File: src/rtl/updn_chan_sel.sv
// Debounced UP/DN switch channel selector with wrap/saturate, optional skip range and parallel load.
// Two switch lanes share one debounce sub-module; the channel register sits in the top.

module updn_chan_sel_deb #(
    parameter int DEB_CYC = 4
) (
    input  logic clk,
    input  logic rst,
    input  logic raw,
    output logic rise
);
    localparam int CW = (DEB_CYC < 2) ? 1 : $clog2(DEB_CYC + 1);

    logic [1:0]    sync;
    logic          deb, deb_q;
    logic [CW-1:0] cnt;

    always_ff @(posedge clk or posedge rst) begin
        if (rst) begin
            sync  <= '0;
            deb   <= 1'b0;
            deb_q <= 1'b0;
            cnt   <= '0;
        end else begin
            sync  <= {sync[0], raw};
            deb_q <= deb;
            // counter only runs while the synced level disagrees with the accepted level
            if (sync[1] != deb) begin
                if (cnt == CW'(DEB_CYC - 1)) begin
                    deb <= sync[1];
                    cnt <= '0;
                end else begin
                    cnt <= cnt + 1'b1;
                end
            end else begin
                cnt <= '0;
            end
        end
    end

    assign rise = deb & ~deb_q;
endmodule

module updn_chan_sel #(
    parameter int WIDTH   = 8,
    parameter int CNT_MIN = 0,
    parameter int CNT_MAX = 4,
    parameter int DEF     = 0,
    parameter int WRAP    = 1,
    parameter int DEB_CYC = 4,
    parameter int SKIP_EN = 0,
    parameter int SKIP_LO = 14,
    parameter int SKIP_HI = 15
) (
    input  logic             clk,
    input  logic             rst,
    input  logic             up,
    input  logic             dn,
    input  logic             load,
    input  logic [WIDTH-1:0] load_val,
    output logic [WIDTH-1:0] chan,
    output logic             chan_stb,
    output logic             at_min,
    output logic             at_max,
    output logic             limit_hit
);
    localparam int NUM_LANES = 2;
    localparam logic [WIDTH:0] MIN_X = (WIDTH+1)'(CNT_MIN);
    localparam logic [WIDTH:0] MAX_X = (WIDTH+1)'(CNT_MAX);
    localparam logic [WIDTH:0] DEF_X = (WIDTH+1)'(DEF);
    localparam logic [WIDTH:0] SLO_X = (WIDTH+1)'(SKIP_LO);
    localparam logic [WIDTH:0] SHI_X = (WIDTH+1)'(SKIP_HI);

    logic [NUM_LANES-1:0] raw, rise;
    logic [WIDTH:0]       cur, nxt, ld_x;
    logic                 stb_n, lim_n, ev_up, ev_dn;

    assign raw = {dn, up};

    generate
        for (genvar g = 0; g < NUM_LANES; g++) begin : g_lane
            updn_chan_sel_deb #(.DEB_CYC(DEB_CYC)) u_deb (
                .clk  (clk),
                .rst  (rst),
                .raw  (raw[g]),
                .rise (rise[g])
            );
        end
    endgenerate

    assign ev_up = rise[0];
    assign ev_dn = rise[1];

    function automatic logic in_skip(input logic [WIDTH:0] v);
        return (SKIP_EN != 0) && (v >= SLO_X) && (v <= SHI_X);
    endfunction

    assign cur  = {1'b0, chan};
    assign ld_x = {1'b0, load_val};

    always_comb begin
        nxt   = cur;
        stb_n = 1'b0;
        lim_n = 1'b0;
        if (load) begin
            stb_n = 1'b1;
            nxt   = (ld_x >= MIN_X && ld_x <= MAX_X && !in_skip(ld_x)) ? ld_x : DEF_X;
        end else if (ev_up ^ ev_dn) begin
            // a refused saturating step still strobes, with chan unchanged
            stb_n = 1'b1;
            if (ev_up) begin
                if (cur == MAX_X) begin
                    if (WRAP != 0) nxt = MIN_X;
                    else           lim_n = 1'b1;
                end else begin
                    nxt = cur + 1'b1;
                    if (in_skip(nxt)) nxt = SHI_X + 1'b1;
                end
            end else begin
                if (cur == MIN_X) begin
                    if (WRAP != 0) nxt = MAX_X;
                    else           lim_n = 1'b1;
                end else begin
                    nxt = cur - 1'b1;
                    if (in_skip(nxt)) nxt = SLO_X - 1'b1;
                end
            end
        end
    end

    always_ff @(posedge clk or posedge rst) begin
        if (rst) begin
            chan      <= DEF_X[WIDTH-1:0];
            chan_stb  <= 1'b0;
            limit_hit <= 1'b0;
        end else begin
            chan      <= nxt[WIDTH-1:0];
            chan_stb  <= stb_n;
            limit_hit <= lim_n;
        end
    end

    assign at_min = (chan == MIN_X[WIDTH-1:0]);
    assign at_max = (chan == MAX_X[WIDTH-1:0]);
endmodule

File: config.mk
export PLATFORM = sky130hd
export DESIGN_NAME = updn_chan_sel
export DESIGN_NICKNAME = d
export VERILOG_FILES = /design/src/rtl/updn_chan_sel.sv
export SDC_FILE = /design/constraint.sdc
export NUM_CORES = 1
export LEC_CHECK = 0
export BUFFER_PORTS_ARGS = -buffer_cell sky130_fd_sc_hd__clkbuf_2
export CORE_ASPECT_RATIO = 1.25
export CORE_MARGIN = 2
export CORE_UTILIZATION = 50
export CTS_CLUSTER_SIZE = 12
export DETAILED_ROUTE_END_ITERATION = 8
export GPL_TIMING_DRIVEN = 0
export PLACE_DENSITY_LB_ADDON = 0.3
export SYNTH_ARGS = -nofsm -noshare
export SYNTH_HDL_FRONTEND = slang
export SYNTH_SLANG_ARGS = --single-unit
File: constraint.sdc
create_clock -name clk -period 2.1 [get_ports clk]
set_input_delay 0.21 -clock clk [delete_from_list [all_inputs] [get_ports clk]]
set_output_delay 0.21 -clock clk [all_outputs]
set_load 0.05 [all_outputs]
### Yosys cells after proc, flatten, opt, wreduce, memory -nomap -nowiden

Cells that the tools add are included.

* div/mod/pow operators: 0
* $lt $le $gt $ge: 2
* $add $sub $neg: 4
* shift operators: 0
* reductions and logical operators: 6
* bitwise operators: 5
* $mul: 0
* equal/unequal tests: 5
* multiplexer cells: 12

Operator list (count)
* $mux 8: 6
* $mux 3: 4
* $logic_not 9->1: 1
* $add 8x1->8 const B: 1
* $eq 8x3->1 const B: 1
* $ge 8x1->1 const B: 1
* $le 8x3->1 const B: 1
* $logic_not 8->1: 1
* $sub 8x1->8 const B: 1
* $add 3x1->3 const B: 2
* $eq 3x2->1 const B: 2
* $reduce_and 2->1: 2
* $and 1x1->1: 2
* $mux 1: 2
* $ne 1x1->1: 2
* $not 1->1: 2
* $reduce_bool 2->1: 1
* $logic_and 1x1->1: 1
* $xor 1x1->1: 1

* bits in latches: 0
* logic and storage cells: 44
* output and inout port bits: 12
* bits in read-only memories: 0
* memories: 0
* RAM bits: 0
* register bits: 23
* bits of input ports: 13

### Logic depth before layout (Yosys ltp)

Gate-level depths: netlist of the first run.

* depth in word-level cells: 5
* depth in mapped cells: 7
* gate-level depth less buffers: 7

### By module

From an unflattened synthesis of the first run, not the netlist that was laid out.

* cell total of the unflattened synthesis: 136
* area total of the unflattened synthesis: 1372.6 µm²

By module, submodules not included
* updn_chan_sel: area an instance 869.6 µm², times used 1, sequential area each 225.2 µm², cells an instance 104
* updn_chan_sel_deb: area an instance 251.5 µm², times used 2, sequential area each 175.2 µm², cells an instance 16

### Least setup slack after synthesis of the first run

OpenSTA, ideal clock, no wires.

* path type: register to register
* from: register chan[0]
* to: register chan[1]
* path slack: -0.082 ns
* arrival: 2.100 ns
* library setup time: 0.082 ns
* cell stages (with the launch flop): 8
* data required time: 2.018 ns
* clock period less this slack: 2.182 ns
* buffers on the path: 0
* path through: dfrtp_1 -> inv_1 -> ha_1 -> nor4b_4 -> and2_4 -> or3_1 -> a21o_2 -> a22oi_2

* longest elaborated chain between the ends: 5
* elaborated cells on any way between the ends: 9
* those cells by class: add/sub: 2; eq/ne: 1; mux: 5; reduce/logical: 1

Ends and longest elaborated chain
* from (decl): line 61 `output logic [WIDTH-1:0] chan,`
* from (signal assigned): line 133 `chan <= DEF_X[WIDTH-1:0];`
* from (signal assigned): line 137 `chan <= nxt[WIDTH-1:0];`
* $sub 8x1->8, or another cell as far along: line 124 `nxt = cur - 1'b1;`
* $mux 8 (on tied branches): line 120, 112
* $mux 8 (*): line 111 `if (ev_up) begin`
* $mux 8 (*): line 108 `end else if (ev_up ^ ev_dn) begin`
* $mux 8 (*): line 105 `if (load) begin`

Every way passes the cells marked *; elsewhere a longest branch is shown, timed or not. The select of a mux whose other input is x is not followed.
A chain may end at the register's enable or synchronous reset.

### Final worst setup path of the first run

* from: register chan[0]
* to: output port at_max

* longest elaborated chain between the ends: 1

Ends and longest elaborated chain
* $eq 8x3->1: line 144 `assign at_max = (chan == MAX_X[WIDTH-1:0]);`
* to (decl): line 64 `output logic at_max,`

No other way between the ends.

==> run summary, run 1 <==
outcome: finished, final reports clean
layout cell share with drive strength beyond 1: 34.4%
final instance area: 1630 um^2
VDD IR max: 0.873 mV
clock share of power: 8.4%
port bufs: 22
Synthesis Warnings: 0
Pwr Density: 1530 nW/um^2
reg2reg setup slack: 0.21 ns
CTS Sinks: 23
Syn Nets: 149
Worst-Margin Slew: 0.871 ns
DP Wirelength: 2100 um
initial antenna violation count: 0
CP max stage cell: dfrtp_2
CTS max path bufs: 2
Tmin final: 1.94 ns
Sw Share: 50.0%
RSZ-0062 raised after global routing: no
part of the power in registers: 29.0%
Async S/R FF share, synth: 100%
Mapped Area: 1380 um^2
Setup TNS Final: 0 ns
Seq cells post-synth: 23
Synth Instances: 131
vias in the first global route: 1,148
dpl cell area: 1540 um^2
Max Slew Vio Count: 0
Max stage delay on crit path: 0.43 ns
Top delay family on crit path: simple AND/OR/NAND/NOR gates
post-DR vias/cell: 5.77
max_slew headroom: 41.9%
Area Growth Syn to Fin: 17.8%
f_max: 0.516 GHz
WL/cell: 14.7 um
core area: 2650 um^2
Initial Utilization: 52.1%
Int Power: 1.25 mW
top cells by area, synth: dfrtp_1, ha_1, nand2b_1
gpl congestion: 0.823
Max Cap Viol: 0
Most used DFF post-synth: dfrtp_1
final hold vios: 0
Worst Path Max Fanout: 4
drt initial violations: 37
sequential cell area fraction in the yosys report: 41.6%
Detail Route Antenna Nets: 0
Synth top area share: 41.6%
Worst Path Required: 1.89 ns
area leader, netlist: dfrtp_1
GRT Overall Usage: 20.2%
crit path kind: reg2out
die width: 51.0 um
DR vias: 1,136
worst path arrival time: 1.73 ns
FP Rows: 21
Post-Route WL: 2890 um
Netlist cell types: 50
drc violations: 0
Post-Place Worst Slack: 0.183 ns
largest net degree at the start of global routing: 24
Final period util: 92.3%
crit start category: flop
Nets: 182
Min-Delay Path Class: in2async
clk slew on worst S/H paths: 0.13 ns
router iterations before antenna repair: 4
die height: 62.8 um
first-pass GRT wire length: 4990 um
Buf/Inv on CP: 2
# setup viols final: 0
Post-synth EDFFs: 0
ANT cells: 0
Leak: 0.731 nW
CTS tree: done
Avg Inst Size Synth: 10.6 um^2
worst-path cell chain: inv_2 > ha_2 > nor4b_4 > and3_4 > clkbuf_8
H-tree levels: 1
later-pin clock latency in the skew report: 0.32 ns
Top Ports: 25
CP endpoint kind: output port
total CTS buffers: 3
Root Buffer: clkbuf_4
skew final: 0.00434 ns
fillcell total: 231
final worst slack: 0.162 ns
die area: 3200 um^2
grt ovf: 0
Psw: 1.25 mW
Gate power share: 62.6%
==> cell usage in the layout (no fill, tap or decap), types with 3 or more instances in the layout <==
| cell type | instances |
|---|---|
| dfrtp_1 | 21 |
| clkbuf_2 | 20 |
| buf_4 | 8 |
| nor2_1 | 8 |
| a21oi_1 | 8 |
| nand2b_1 | 7 |
| nand2_1 | 7 |
| inv_1 | 4 |
| nand3_1 | 4 |
| nor3b_1 | 4 |
| ha_1 | 4 |
| inv_2 | 3 |
| and3_1 | 3 |
| nor4_1 | 3 |
| clkbuf_4 | 3 |
==> cell type report <==
cell class	count	area, um^2	share of cell area (%)
timing repair buffer	28	171	10.5
multi-input combinational	96	746	45.8
sequential	23	578	35.5
clock buffer	3	22.5	1.38
inverter	7	26.3	1.61
buffer	5	37.5	2.30
tap	34	42.5	2.61
clock inverter	1	5.00	0.307
==> repair_timing <==
action | in CTS | in global routing
pin swaps | 0 | 1
endpoints found under the hold margin | 2 | 0
resized for setup | 3 | 4
gates cloned | 0 | 0
hold buffers | 2 | 0
endpoints found under the setup margin | 2 | 3
setup buffers | 2 | 2
==> worst reg2reg max path, delay by kind of cell, from the launching register on <==
kind	cells	cell delay (ns)
and+or+nand+nor	3	0.57
adders and majority gates	1	0.19
DFF	1	0.43
buffers and inverters	2	0.21
AOI/OAI and AO/OA	2	0.37
==> power groups by stage <==
stage          Clock, mW  Combinational, mW  Sequential (mW)
6_report           0.209               1.56            0.724
5_1_grt            0.241               1.69            0.742
3_5_place_dp           0               1.43            0.763
4_1_cts            0.215               1.52            0.734
2_1_floorplan          0              0.937            0.935
3_3_place_gp           0               1.39            0.752
==> flip-flops by register name, summed over array words and instances, names as in the netlist <==
name and count:
chan 8, chan_stb 1, g_lane.u_deb.cnt 6, g_lane.u_deb.deb 2, g_lane.u_deb.deb_q 2, g_lane.u_deb.sync 4
==> metrics by stage <==
step	power, mW	instances	hold WS, ns	util (%)
after floorplan	1.87	131	0.212	-
after global placement	2.14	187	0.320	57.9
after detailed placement	2.20	187	0.320	57.9
after CTS	2.47	195	0.0670	60.7
after global routing	2.67	197	0.110	61.4
final	2.49	197	0.0354	61.4
==> Yosys cell counts (all sizes together) (3+ instances only) <==
master	n
nor4	4
nand2	7
a21oi	8
nand2b	7
buf	4
nor2b	3
nand3	4
nor3	5
nor2	8
dfrtp	23
a221oi	4
and3	4
ha	5
inv	7
nor3b	4
==> routing by layer <==
metal / part of all wire, % / vias to the layer above / wire length, um / global-route usage (%)
li1: - / 551 / - / -
met1: 43 / 539 / 1240 / 25.5
met2: 51 / 42 / 1480 / 34.1
met3: 4.7 / 4 / 137 / 2.87
met4: 1.1 / 0 / 31 / 8.11
met5: 0 / - / 0 / 0
==> kinds of logic (layout without fill, tap and decap cells) <==
logic type,Yosys count,count (layout),share of synthesized area (%)
xor gates and xnor gates,2,2,1.27
buffers and inverters,12,44,4.61
AOI/OAI and AO/OA,29,29,16.3
other,1,1,0.271
and+or+nand+nor,56,56,29.1
muxes,3,3,2.35
DFF,23,23,41.6
adders and majority gates,5,5,4.52
==> path summary, 6_finish.rpt <==
path / start / endpoint / depth (start not counted)
worst max-delay path: chan[0] / at_max / 5
worst min-delay path: rst / g_lane[0].u_deb.deb / 2
worst max register to register: chan[0] / chan[6] / 8
worst min register to register: g_lane[0].u_deb.sync[0] / g_lane[0].u_deb.sync[1] / 0
max in group asynchronous: rst / chan[1] / 2
min in group clk: load / chan[4] / 2
Note: power is estimated with default switching activity, not from simulation.
==> run 2, diff against run 1 <==
==> constraint.sdc (replaced) <==
create_clock -name clk -period 2.1 [get_ports clk]
set_input_delay 0.315 -clock clk [delete_from_list [all_inputs] [get_ports clk]]
set_output_delay 0.315 -clock clk [all_outputs]
set_load 0.05 [all_outputs]
==> run summary, run 2 (synthesis gave the netlist of run 1 again) <==
outcome: finished, final reports clean
total CTS buffers: 3
max reg flops: 8
Max Cap Viol: 0
routed length on met1: 1220 um
DR WL met2: 1520 um
gpl congestion: 0.823
# setup viols final: 0
Final period util: 94.2%
ANT cells: 0
Post-Route WL: 2940 um
Psw: 1.27 mW
Leak: 0.727 nW
max_slew headroom: 42.0%
DP Wirelength: 2100 um
Setup TNS Final: 0 ns
GRT Overall Usage: 20.3%
skew final: 0.00576 ns
die area: 3200 um^2
die width: 51.0 um
FP Rows: 21
Min-Delay Path Class: in2reg
largest net degree at the start of global routing: 24
post-DR vias/cell: 5.82
Worst Path Required: 1.78 ns
most common cell after layout, fill and taps aside: dfrtp_1
Root Buffer: clkbuf_4
Initial Utilization: 52.1%
top flop regs: chan x8, g_lane.u_deb.cnt x6, g_lane.u_deb.sync x4
clock share of power: 8.2%
clk slew on worst S/H paths: 0.13 ns
layout cell share with drive strength beyond 1: 34.8%
final hold vios: 0
Gate power share: 63.4%
CP endpoint kind: output port
Tmin final: 1.98 ns
port bufs: 22
part of the power in registers: 28.3%
H-tree levels: 1
Max Slew Vio Count: 0
grt ovf: 0
Largest Register: chan
core area: 2650 um^2
crit path kind: reg2out
top routing layer used: met4
DR vias: 1,134
Hold Path Depth: 1
CTS tree: done
Top Ports: 25
Worst Path Max Fanout: 4
Hold EP: g_lane[1].u_deb.sync[0]
VDD IR max: 1.03 mV
RSZ-0062 raised after global routing: no
worst path arrival time: 1.66 ns
commonest non-fill, non-tap cells in the layout: dfrtp_1, clkbuf_2, nor2_1, a21oi_1
Pwr Density: 1560 nW/um^2
initial antenna violation count: 0
crit start category: flop
routed wl met3: 172 um
first-pass GRT wire length: 5020 um
Detail Route Antenna Nets: 0
Reg-to-Reg Start: chan[0]
CTS Sinks: 23
drt initial violations: 38
Worst-Margin Slew: 0.868 ns
die height: 62.8 um
Sw Share: 49.8%
later-pin clock latency in the skew report: 0.32 ns
f_max: 0.505 GHz
router iterations before antenna repair: 4
Area Growth Syn to Fin: 17.6%
reg2reg setup slack: 0.25 ns
worst hold path startpoint: dn
r2r endpoint: chan[6]
Reg2Reg Depth: 8
WL/cell: 15.1 um
Core Util, Final: 61.3%
CTS max path bufs: 2
Int Power: 1.28 mW
drc violations: 0
Nets: 180
vias in the first global route: 1,164
run 2: cell types whose count changed in the layout (fill, tap and decap cells not counted):
cell           change
dlygate4sd3_1      -2
buf_4              -1
buf_8              +1
ha_2               -1
ha_4               +1
run 2: per-stage QoR:
step | cells | hold slack, ns | instance area (um^2) | setup slack (ns) | power, mW
finish | 195 | 0.0952 | 1630 | 0.122 | 2.54
global route | 195 | 0.0684 | 1630 | 0.00587 | 2.72
detailed placement | 187 | 0.338 | 1540 | 0.144 | 2.20
floorplan | 131 | 0.317 | 1390 | 0.116 | 1.87
global placement | 187 | 0.332 | 1540 | 0.136 | 2.14
CTS | 194 | 0.0928 | 1610 | 0.0115 | 2.50
run 2: power by group through the flow:
stage	clock, mW	combinational (mW)	sequential [mW]
after CTS	0.215	1.57	0.719
final	0.210	1.61	0.721
after global routing	0.241	1.74	0.740
after floorplan	0	0.937	0.935
after detailed placement	0	1.43	0.763
after global placement	0	1.39	0.752
run 2: final cells by class:
| class | count | area, um^2 |
|---|---|---|
| buffer | 5 | 37.5 |
| sequential | 23 | 578 |
| timing repair buffer | 26 | 159 |
| fill | 226 | 1030 |
| clock buffer | 3 | 22.5 |
| clock inverter | 1 | 5.00 |
| inverter | 7 | 26.3 |
| multi-input combinational | 96 | 756 |
| tap | 34 | 42.5 |
run 2: critical path, stage by stage, from the launching register on:
cell	delay (ns)
dfrtp_2	0.43
inv_2	0.10
ha_4	0.15
nor4b_4	0.25
and3_4	0.27
buf_8	0.15
run 2: worst max path at each step:
stage | start | to | slack, ns
CTS | chan[1] | at_max | 0.01
global route | chan[0] | at_max | 0.006
detailed placement | chan[0] | at_max | 0.14
floorplan | chan[0] | chan[6] | 0.12
global placement | chan[0] | at_max | 0.14
finish | chan[0] | at_max | 0.12
run 2: repair_timing:
action,CTS,global route
hold buffers,0,0
resized for setup,6,3
setup buffers,3,1
pin swaps,0,1
endpoints found under the setup margin,2,2
run 2: layer usage:
metal | GRT usage [%] | vias to the layer above
met5 | 0 | -
met3 | 2.87 | 4
met4 | 8.11 | 0
met2 | 34.4 | 42
met1 | 25.5 | 543
li1 | - | 545
